**src/rtl/gray_ptr_tracker_pkg.sv**
```systemverilog
// Shared helpers for the Gray-coded FIFO pointer tracker: encoding and the
// full/empty comparisons, written on a word-wide container and narrowed by the caller.
package gray_ptr_tracker_pkg;

   localparam int word_w_c = 32;

   typedef logic [word_w_c-1:0] ptr_word_t;

   function automatic ptr_word_t bin2gray(input ptr_word_t bin);
      return bin ^ (bin >> 1);
   endfunction

   // Full means the pointers differ by exactly one depth: top two Gray bits inverted.
   function automatic logic ptr_full(input ptr_word_t gray, input ptr_word_t peer,
                                     input int width);
      ptr_word_t flip;
      flip = ptr_word_t'(32'd3) << (width - 32'sd2);
      return gray == (peer ^ flip);
   endfunction

   function automatic logic ptr_empty(input ptr_word_t gray, input ptr_word_t peer);
      return gray == peer;
   endfunction

endpackage

```
**src/rtl/gray_ptr_tracker_if.sv**
```systemverilog
// Handshake and pointer bundle between a pointer tracker and its user.
interface gray_ptr_tracker_if #(
   parameter int ptr_width_p = 4
) ();

   logic                   v_i;
   logic                   ready_o;
   logic [ptr_width_p:0]   peer_gray_i;
   logic [ptr_width_p-1:0] ptr_bin_o;
   logic [ptr_width_p:0]   ptr_gray_o;
   logic [ptr_width_p:0]   count_o;
   logic                   overflow_o;

   modport master (
      output v_i, peer_gray_i,
      input  ready_o, ptr_bin_o, ptr_gray_o, count_o, overflow_o
   );

   modport slave (
      input  v_i, peer_gray_i,
      output ready_o, ptr_bin_o, ptr_gray_o, count_o, overflow_o
   );

endinterface

```
**src/rtl/gray_to_bin.sv**
```systemverilog
// Combinational Gray-to-binary decoder: hi-to-lo prefix XOR built from
// log2(width) shift-and-XOR stages.
module gray_to_bin #(
   parameter int width_p = 5
) (
   input  logic [width_p-1:0] gray,
   output logic [width_p-1:0] bin
);

   localparam int stages_c = $clog2(width_p);

   logic [width_p-1:0] stage_s [stages_c+1];

   assign stage_s[0] = gray;

   for (genvar i = 0; i < stages_c; i++) begin : g_stage
      assign stage_s[i+1] = stage_s[i] ^ (stage_s[i] >> (32'sd1 << i));
   end

   assign bin = stage_s[stages_c];

endmodule

```
**src/rtl/gray_ptr_tracker.sv**
```systemverilog
// One side of a dual-pointer FIFO: binary pointer with wrap bit, registered
// Gray copy for the peer, and full/empty/occupancy derived from the peer pointer.
module gray_ptr_tracker
   import gray_ptr_tracker_pkg::*;
#(
   parameter int ptr_width_p = 4,
   parameter bit is_writer_p = 1'b1
) (
   input  logic               clk_i,
   input  logic               reset_n_i,
   gray_ptr_tracker_if.slave  bus
);

   localparam int pw_c = ptr_width_p + 1;

   typedef logic [ptr_width_p:0] ptr_t;

   localparam ptr_t one_c   = ptr_t'(1'b1);
   localparam ptr_t depth_c = {1'b1, {ptr_width_p{1'b0}}};

   ptr_t bin_r;
   ptr_t gray_r;
   logic overflow_r;

   ptr_t next_s;
   ptr_t gray_next_s;
   ptr_t peer_bin_s;
   ptr_t count_s;
   logic ready_s;
   logic fire_s;

   gray_to_bin #(.width_p(pw_c)) u_peer_dec (
      .gray (bus.peer_gray_i),
      .bin  (peer_bin_s)
   );

   // Next pointer, flow control and occupancy from registered state and the peer pointer.
   always_comb begin
      next_s      = bin_r + one_c;
      gray_next_s = ptr_t'(bin2gray(ptr_word_t'(next_s)));
      ready_s     = 1'b0;
      count_s     = '0;
      if (is_writer_p) begin
         ready_s = !ptr_full(ptr_word_t'(gray_r), ptr_word_t'(bus.peer_gray_i), pw_c);
         count_s = bin_r - peer_bin_s;
      end else begin
         ready_s = !ptr_empty(ptr_word_t'(gray_r), ptr_word_t'(bus.peer_gray_i));
         count_s = peer_bin_s - bin_r;
      end
      fire_s = bus.v_i & ready_s;
   end

   // Pointer state; overflow is sticky and never blocks the handshake.
   always_ff @(posedge clk_i or negedge reset_n_i) begin
      if (!reset_n_i) begin
         bin_r      <= '0;
         gray_r     <= '0;
         overflow_r <= 1'b0;
      end else begin
         if (fire_s) begin
            bin_r  <= next_s;
            gray_r <= gray_next_s;
         end
         overflow_r <= overflow_r | (count_s > depth_c);
      end
   end

   assign bus.ready_o    = ready_s;
   assign bus.ptr_bin_o  = bin_r[ptr_width_p-1:0];
   assign bus.ptr_gray_o = gray_r;
   assign bus.count_o    = count_s;
   assign bus.overflow_o = overflow_r;

endmodule

```
**src/flat_wrapper.sv**
```systemverilog
// flat-port wrapper written by rule: the top's interface ports become plain ports
module gray_ptr_tracker_flat import gray_ptr_tracker_pkg::*;
#(
   parameter int ptr_width_p = 4,
   parameter bit is_writer_p = 1'b1
)
  (clk_i, reset_n_i, bus_v_i, bus_peer_gray_i, bus_ready_o, bus_ptr_bin_o, bus_ptr_gray_o, bus_count_o, bus_overflow_o);
  gray_ptr_tracker_if #(.ptr_width_p(ptr_width_p)) bus_i ();
  input  logic clk_i;
  input  logic reset_n_i;
  input wire logic [$bits(bus_i.v_i)-1:0] bus_v_i;
  input wire logic [$bits(bus_i.peer_gray_i)-1:0] bus_peer_gray_i;
  output wire logic [$bits(bus_i.ready_o)-1:0] bus_ready_o;
  output wire logic [$bits(bus_i.ptr_bin_o)-1:0] bus_ptr_bin_o;
  output wire logic [$bits(bus_i.ptr_gray_o)-1:0] bus_ptr_gray_o;
  output wire logic [$bits(bus_i.count_o)-1:0] bus_count_o;
  output wire logic [$bits(bus_i.overflow_o)-1:0] bus_overflow_o;
  assign bus_i.v_i = bus_v_i;
  assign bus_i.peer_gray_i = bus_peer_gray_i;
  assign bus_ready_o = bus_i.ready_o;
  assign bus_ptr_bin_o = bus_i.ptr_bin_o;
  assign bus_ptr_gray_o = bus_i.ptr_gray_o;
  assign bus_count_o = bus_i.count_o;
  assign bus_overflow_o = bus_i.overflow_o;
  gray_ptr_tracker #(.ptr_width_p(ptr_width_p), .is_writer_p(is_writer_p)) u_core (.clk_i(clk_i), .reset_n_i(reset_n_i), .bus(bus_i));
endmodule
```
**config.mk**
```make
export PLATFORM = sky130hd
export DESIGN_NAME = gray_ptr_tracker_flat
export DESIGN_NICKNAME = d
export VERILOG_FILES = /design/src/rtl/gray_ptr_tracker_pkg.sv /design/src/rtl/gray_ptr_tracker_if.sv /design/src/rtl/gray_to_bin.sv /design/src/rtl/gray_ptr_tracker.sv /design/src/flat_wrapper.sv
export SDC_FILE = /design/constraint.sdc
export NUM_CORES = 1
export LEC_CHECK = 0
export ABC_CLOCK_PERIOD_IN_PS = 3300
export BUFFER_PORTS_ARGS = -buffer_cell sky130_fd_sc_hd__buf_2
export CORE_MARGIN = 5
export CORE_UTILIZATION = 50
export CTS_CLUSTER_SIZE = 25
export DETAILED_ROUTE_END_ITERATION = 6
export PLACE_DENSITY = 0.78
export SLEW_MARGIN = 30
export SYNTH_ARGS = -nofsm -noshare
export SYNTH_HDL_FRONTEND = slang
export SYNTH_HIERARCHICAL = 1
export SYNTH_SLANG_ARGS = --single-unit
```
**constraint.sdc**
```tcl
create_clock -name clk_i -period 3.3 [get_ports clk_i]
set_input_delay 0.66 -clock clk_i [delete_from_list [all_inputs] [get_ports clk_i]]
set_output_delay 0.66 -clock clk_i [all_outputs]
set_load 0.01 [all_outputs]
```
==> key figures, run 1 <==
Yosys
  – Sequential-to-total area share from yosys stat: 0.306
  – Top post-synthesis cells by area: dfrtp_1 (31%), xnor2_1 (13%), xor2_1 (8.6%)
  – Top cell type's share of synthesized area: 0.306
  – Syn_nets: 94
  – Number of synthesized register bits: 10
  – Mapped cell area: 818 um2
  – Post-synth ARST share: 1.00
  – Mean area per synthesized cell: 10.2 um2
  – Synthesized instance count: 80
  – Area leader, netlist: dfrtp_1
  – Post-synth EDFFs: 0
  – Synth Warn #: 6
  – Yosys cell types: 31
  – Synth Flop Type: dfrtp_1

Worst hold path
  – Worst hold path class: in2async

CTS
  – CTS tree: yes
  – CTS H-Tree Depth: 1
  – Hold-fix buffers, CTS: 0
  – Worst-Skew Late Latency: 0.26 ns
  – Cts bufs inserted: 3
  – Postcts setup bufs: 0
  – Clock tree buffer depth: 2
  – # clock sinks: 10
  – Root Buffer: clkbuf_4
  – Clock transition at path regs: 0.07 ns

Floorplanning
  – Initial Util: 0.537
  – Die width: 50.5 um
  – Core ar.: 1520 um2
  – # rows: 14
  – Die ar.: 2550 um2
  – Die height: 50.5 um
  – IO Pins: 24

Placement
  – IO Port Bufs: 23
  – Hpwl dp: 1430 um
  – Placed cells: 117
  – RePlAce Congestion: 0.834

Detailed routing
  – Detailed Route Iter0 Violations: 1
  – Vias: 638
  – Total detailed-routing wirelength: 1790 um
  – DR pass1 iterations: 4
  – Vias per cell: 5.32
  – ANT nets after route: 0
  – Routed len/inst: 14.9 um
  – DR DRC count: 0

Layout
  – Non-filler cells, final: 120
  – Diodes inserted: 0
  – Final core occ: 0.641
  – Multi-input gate area: 539 um2
  – Most frequent cells in the layout: buf_2 (23), xnor2_1 (11), dfrtp_1 (10)
  – Layout cells sized above 1: 0.346
  – Area delta synth->final: 19.4%
  – Sequential Area: 250 um2
  – Filler instances: 133
  – Commonest non-fill, non-tap cell in the layout: buf_2
  – Final net count: 120

Power
  – Pwr dens: 1070 nW/um2
  – Tot Pwr: 0.00105 W
  – Pleak: 0.477 nW
  – Peak supply drop: 632 uV

Timing
  – RSZ-0062 raised after global routing: no
  – Slew HR: 0.791
  – Worst Skew: 0.00182 ns
  – Hold_ws: 0.250 ns
  – Slew @ Worst Pin: 0.314 ns
  – Final setup TNS: 0 ns
  – Max Fclk: 314 MHz
  – Max-slew violation count: 0
  – Crit share post-route: 0.965
  – Hold violation count in the final report: 0
  – Setup violations, final: 0
  – Fin crit period: 3.19 ns

Global route
  – Remaining Overflow, GRT: 0
  – Largest net degree at the start of global routing: 11
  – First-pass GRT wire length: 3020 um
  – Initial antenna violation count: 0
  – Vias in the first global route: 665
  – GRT Total Usage: 0.152

Critical path
  – WP data arrival: 2.53 ns
  – Slowest stage cell, crit path: fa_1
  – RR Endpoint: u_core/bus.overflow_o
  – Crit-path max cell delay: 0.40 ns
  – Crit-path leading delay family: XOR/XNOR gates
  – Max FO, Critical Path: 4
  – R2R setup slack: 1.26 ns
  – Cell Chain, Critical Path: buf_2 > xor2_2 > xnor3_1 > ha_1 > inv_1 > fa_1 > a21o_1 > a21oi_2 > xnor2_1 > buf_2
  – CP most frequent cell: buf_2
  – Buf/Inv on CP: 3
  – CP Class: in2out
  – Setup crit end kind: output pin
  – Reg-to-Reg Start: u_core/bin_r[0]
  – Reg2Reg Depth: 7
  – WP data required: 2.64 ns
  – Critical Path Start Type: input pin

Job
  – Max-cap viol count: 0

Status
  – Status: finished clean
routing by layer:
metal / share of wire / vias up / global-route usage
li1: - / 317 / -
met1: 0.43 / 302 / 0.179
met2: 0.51 / 15 / 0.264
met3: 0.047 / 4 / 0.0325
met4: 0.017 / 0 / 0.0638
met5: 0 / - / 0
sequential cells by signal (all words and copies together), names as in the netlist:
register,count
u_core/bus.ptr_gray_o,5
u_core/bus.overflow_o,1
u_core/bin_r,4
final cells by class:
cell class                      instances  share of cell area
Tap cell                               16              0.0205
Multi-Input combinational cell         61               0.552
Timing Repair Buffer                   24               0.125
Inverter                                6              0.0230
Clock buffer                            3              0.0230
Sequential cell                        10               0.256
cells by family (layout without fill, tap and decap cells):
kind of cell    Yosys count  count (layout)  share of synthesized area
mux                       1               1                     0.0183
simple gates             19              19                      0.136
compound gates           12              12                      0.109
buf+inv                   9              33                     0.0489
fa+ha+maj                 6               6                      0.101
flops                    10              10                      0.306
xor+xnor                 23              23                      0.281
timing repair:
action,in CTS,in global routing
hold endpoints to repair,0,0
endpoints found under the setup margin,0,1
gates resized for setup,0,2
Yosys cell counts, types with 2 or more instances:
master / n
xnor2_1: 12
dfrtp_1: 10
xor2_1: 8
nand2_1: 7
inv_1: 6
ha_1: 5
o21ai_0: 4
a21o_1: 2
a21oi_1: 2
nand4_1: 2
nor2b_1: 2
per-stage QoR:
stage          area (um2)  setup slack [ns]
5_1_grt               977           0.00939
3_3_place_gp          943             0.152
2_1_floorplan         818             0.412
4_1_cts               966            0.0800
6_report              977             0.115
3_5_place_dp          943            0.0746
how the worst max path moves through the flow:
stage	startpoint	slack [ns]	cells after the start	to
global route	bus_peer_gray_i[4]	0.009	10	bus_count_o[4]
global placement	bus_peer_gray_i[4]	0.15	10	bus_count_o[4]
detailed placement	bus_peer_gray_i[4]	0.07	10	bus_count_o[4]
floorplan	bus_peer_gray_i[4]	0.41	8	bus_count_o[4]
finish	bus_peer_gray_i[4]	0.11	10	bus_count_o[4]
CTS	bus_peer_gray_i[4]	0.08	10	bus_count_o[4]
power breakdown:
part	internal (W)	total, W	switching, W
registers	0.000180	0.000276	0.0000952
logic	0.000338	0.000688	0.000350
clock network	0.0000421	0.0000854	0.0000433
Note: power is estimated with default switching activity, not from simulation.
==> inputs of run 2 (changes only) <==
--- a/config.mk
+++ b/config.mk
@@ -8,12 +8,10 @@
 export ABC_CLOCK_PERIOD_IN_PS = 3300
 export BUFFER_PORTS_ARGS = -buffer_cell sky130_fd_sc_hd__buf_2
 export CORE_MARGIN = 5
-export CORE_UTILIZATION = 50
-export CTS_CLUSTER_SIZE = 25
+export CORE_UTILIZATION = 49
 export DETAILED_ROUTE_END_ITERATION = 6
-export PLACE_DENSITY = 0.78
+export PLACE_DENSITY = 0.77
 export SLEW_MARGIN = 30
 export SYNTH_ARGS = -nofsm -noshare
 export SYNTH_HDL_FRONTEND = slang
-export SYNTH_HIERARCHICAL = 1
 export SYNTH_SLANG_ARGS = --single-unit
==> run 2 against run 1 <==
  * Clock power down 3.5%
  * Sequential power is essentially flat
  * Clock skew is 0.00052 ns higher
  * Highest routed layer unchanged
  * Routed wire length is 2.3% lower
==> key figures, run 2 <==
Critical path
  – CP most frequent cell: xor2_2 (was buf_2)
  – RR Endpoint: u_core.bus.overflow_o (was u_core/bus.overflow_o)
  – R2R setup slack: 1.14 ns (was 1.26 ns)
  – CP Class: in2out (unchanged)
  – Reg-to-Reg Start: u_core.bin_r[0] (was u_core/bin_r[0])
  – Cell Chain, Critical Path: buf_8 > xnor2_4 > xor2_2 > xor2_2 > xnor2_1 > ha_2 > fa_2 > inv_2 > a21o_1 > a21oi_2 > xor2_1 > buf_2 (was buf_2 > xor2_2 > xnor3_1 > ha_1 > inv_1 > fa_1 > a21o_1 > a21oi_2 > xnor2_1 > buf_2)
  – Critical Path Start Type: input pin (unchanged)
  – Crit-path max cell delay: 0.23 ns (was 0.40 ns)
  – WP data arrival: 2.62 ns (was 2.53 ns)
  – Max FO, Critical Path: 2 (was 4)
  – Reg2Reg Depth: 6 (was 7)
  – Slowest stage cell, crit path: fa_2 (was fa_1)
  – WP data required: 2.64 ns (about the same)
  – Setup crit end kind: output pin (unchanged)

Timing
  – Slew @ Worst Pin: 0.311 ns (was 0.314 ns)
  – Max Fclk: 305 MHz (was 314 MHz)
  – Worst Skew: 0.00234 ns (was 0.00182 ns)
  – Crit share post-route: 0.995 (was 0.965)
  – Worst setup margin: 0.0175 ns (was 0.115 ns)
  – RSZ-0062 raised after global routing: yes (was no)
  – Setup violations, final: 0 (unchanged)
  – Fin crit period: 3.28 ns (was 3.19 ns)
  – Hold violation count in the final report: 0 (unchanged)
  – Max-slew violation count: 0 (unchanged)
  – Final setup TNS: 0 ns (unchanged)
  – Slew HR: 0.792 (was 0.791)

Yosys
  – Post-synth ARST share: 1.00 (unchanged)
  – Synth Warn #: 0 (was 6)
  – Synthesized instance count: 76 (was 80)
  – Mean area per synthesized cell: 10.1 um2 (was 10.2 um2)
  – Post-synth EDFFs: 0 (unchanged)
  – Area leader, netlist: dfrtp_1 (unchanged)
  – Mapped cell area: 769 um2 (was 818 um2)
  – Synth Flop Type: dfrtp_1 (unchanged)
  – Top post-synthesis cells by area: dfrtp_1 (33%), xnor2_1 (10%), xor2_1 (10%) (was dfrtp_1 (31%), xnor2_1 (13%), xor2_1 (8.6%))
  – Syn_nets: 90 (was 94)
  – Synth cell count leaders: dfrtp_1 (10), xnor2_1 (9), xor2_1 (9) (was xnor2_1 (12), dfrtp_1 (10), xor2_1 (8))
  – Yosys cell types: 24 (was 31)
  – Number of synthesized register bits: 10 (unchanged)
  – Most instantiated library cell after synthesis: dfrtp_1 (was xnor2_1)
  – Top cell type's share of synthesized area: 0.325 (was 0.306)
  – Sequential-to-total area share from yosys stat: 0.325 (was 0.306)

Floorplanning
  – IO Pins: 24 (unchanged)
  – Initial Util: 0.511 (was 0.537)
  – Die width: 49.6 um (was 50.5 um)
  – Core ar.: 1510 um2 (was 1520 um2)
  – Die height: 49.6 um (was 50.5 um)
  – Die ar.: 2460 um2 (was 2550 um2)
  – # rows: 14 (unchanged)

Layout
  – Filler instances: 120 (was 133)
  – Commonest non-fill, non-tap cell in the layout: buf_2 (unchanged)
  – Diodes inserted: 0 (unchanged)
  – Max reg flops: 5 (unchanged)
  – Final instance area: 1020 um2 (was 977 um2)
  – Non-filler cells, final: 125 (was 120)
  – Most frequent cells in the layout: buf_2 (21), dfrtp_1 (10), xor2_1 (9), buf_4 (9), xnor2_1 (8) (was buf_2 (23), xnor2_1 (11), dfrtp_1 (10))
  – Final net count: 125 (was 120)
  – Area delta synth->final: 33.0% (was 19.4%)
  – Biggest register: u_core.bin_r
  – Layout cells sized above 1: 0.440 (was 0.346)

CTS
  – Clock transition at path regs: 0.06 ns (was 0.07 ns)
  – Cts bufs inserted: 3 (unchanged)
  – Clock tree buffer depth: 2 (unchanged)
  – Worst-Skew Late Latency: 0.26 ns (about the same)
  – Hold-fix buffers, CTS: 0 (unchanged)
  – # clock sinks: 10 (unchanged)
  – CTS tree: yes (unchanged)
  – CTS H-Tree Depth: 1 (unchanged)
  – Root Buffer: clkbuf_4 (unchanged)

Power
  – Peak supply drop: 578 uV (was 632 uV)
  – Pwr dens: 1090 nW/um2 (was 1070 nW/um2)
  – Tot Pwr: 0.00112 W (was 0.00105 W)
  – Pleak: 0.502 nW (was 0.477 nW)

Detailed routing
  – DR pass1 iterations: 3 (was 4)
  – DR DRC count: 0 (unchanged)
  – Detailed Route Iter0 Violations: 10 (was 1)
  – Routed len/inst: 14.0 um (was 14.9 um)
  – ANT nets after route: 0 (unchanged)
  – Vias per cell: 5.01 (was 5.32)
  – Total detailed-routing wirelength: 1750 um (was 1790 um)
  – Vias: 626 (was 638)

Placement
  – Hpwl dp: 1330 um (was 1430 um)
  – Placed cells: 118 (was 117)
  – Place WS: -0.0551 ns (was 0.0746 ns)
  – IO Port Bufs: 23 (unchanged)
  – RePlAce Congestion: 0.760 (was 0.834)
  – Placed Area: 927 um2 (was 943 um2)

Global route
  – Initial antenna violation count: 0 (unchanged)
  – Remaining Overflow, GRT: 0 (unchanged)
  – Vias in the first global route: 633 (was 665)
  – Largest net degree at the start of global routing: 13 (was 11)
  – First-pass GRT wire length: 2770 um (was 3020 um)
  – GRT Total Usage: 0.147 (was 0.152)

Worst hold path
  – Worst hold path class: in2async (unchanged)

Job
  – Max-cap viol count: 0 (unchanged)

Status
  – Status: finished clean (unchanged)
==> run 2: cell types whose count changed after synthesis, moves of 2 or more <==
cell / before / now
xnor2_1: 12 / 9
nand3_1: 0 / 2
nor2b_1: 2 / 0
xor2_2: 1 / 3
==> run 2: power by group <==
group	internal (W)	leakage (nW)	switching [W]
sequential	0.000181	0.116	0.0000956
combinational	0.000380	0.372	0.000378
clock	0.0000421	0.0138	0.0000403
==> run 2: per-stage QoR <==
step | hold WS [ns] | utilization
floorplan | 0.364 | -
global placement | 0.504 | 0.615
detailed placement | 0.523 | 0.615
CTS | 0.250 | 0.650
global route | 0.265 | 0.679
finish | 0.251 | 0.679
==> run 2: worst max-delay path: cells and delay by family <==
family | cells | cell delay (ns)
xor gates and xnor gates | 5 | 0.90
adders and majority gates | 2 | 0.44
buffers and inverters | 3 | 0.29
AOI/OAI and AO/OA | 2 | 0.33
==> run 2: area by class of cell <==
| type | count | area [um2] | share of cell area |
|---|---|---|---|
| Tap cell | 16 | 20.0 | 0.0196 |
| Multi-Input combinational cell | 57 | 505 | 0.494 |
| Sequential cell | 10 | 250 | 0.244 |
| Timing Repair Buffer | 32 | 199 | 0.194 |
| Inverter | 7 | 26.3 | 0.0257 |
| Clock buffer | 3 | 22.5 | 0.0220 |
==> run 2: cells by family after synthesis <==
| group | after synthesis | share of synthesized area |
|---|---|---|
| compound gates | 12 | 0.0975 |
| xor+xnor | 22 | 0.289 |
| fa+ha+maj | 6 | 0.107 |
| buf+inv | 9 | 0.0537 |
| flops | 10 | 0.325 |
| mux | 1 | 0.0146 |
| simple gates | 16 | 0.112 |
==> run 2: timing repair <==
action | CTS | global route
endpoints found under the setup margin | 1 | 2
setup buffers | 1 | 3
gates resized for setup | 5 | 7
pin swaps | 8 | 8
==> run 2: metal layers <==
metal / track usage / vias up / wire [um]
met5: 0 / - / 0
met2: 0.265 / 17 / 935
li1: - / 313 / -
met4: 0.0786 / 0 / 15
met1: 0.164 / 294 / 689
met3: 0.0211 / 2 / 107
==> run 2: how the worst max path moves through the flow <==
stage                      to                from  cells after the start
6_report       bus_count_o[4]  bus_peer_gray_i[3]                     12
5_1_grt        bus_count_o[4]  bus_peer_gray_i[3]                     12
4_1_cts        bus_count_o[4]  bus_peer_gray_i[4]                     12
3_5_place_dp   bus_count_o[4]  bus_peer_gray_i[3]                     12
3_3_place_gp   bus_count_o[4]  bus_peer_gray_i[3]                     12
2_1_floorplan  bus_count_o[4]  bus_peer_gray_i[3]                     10
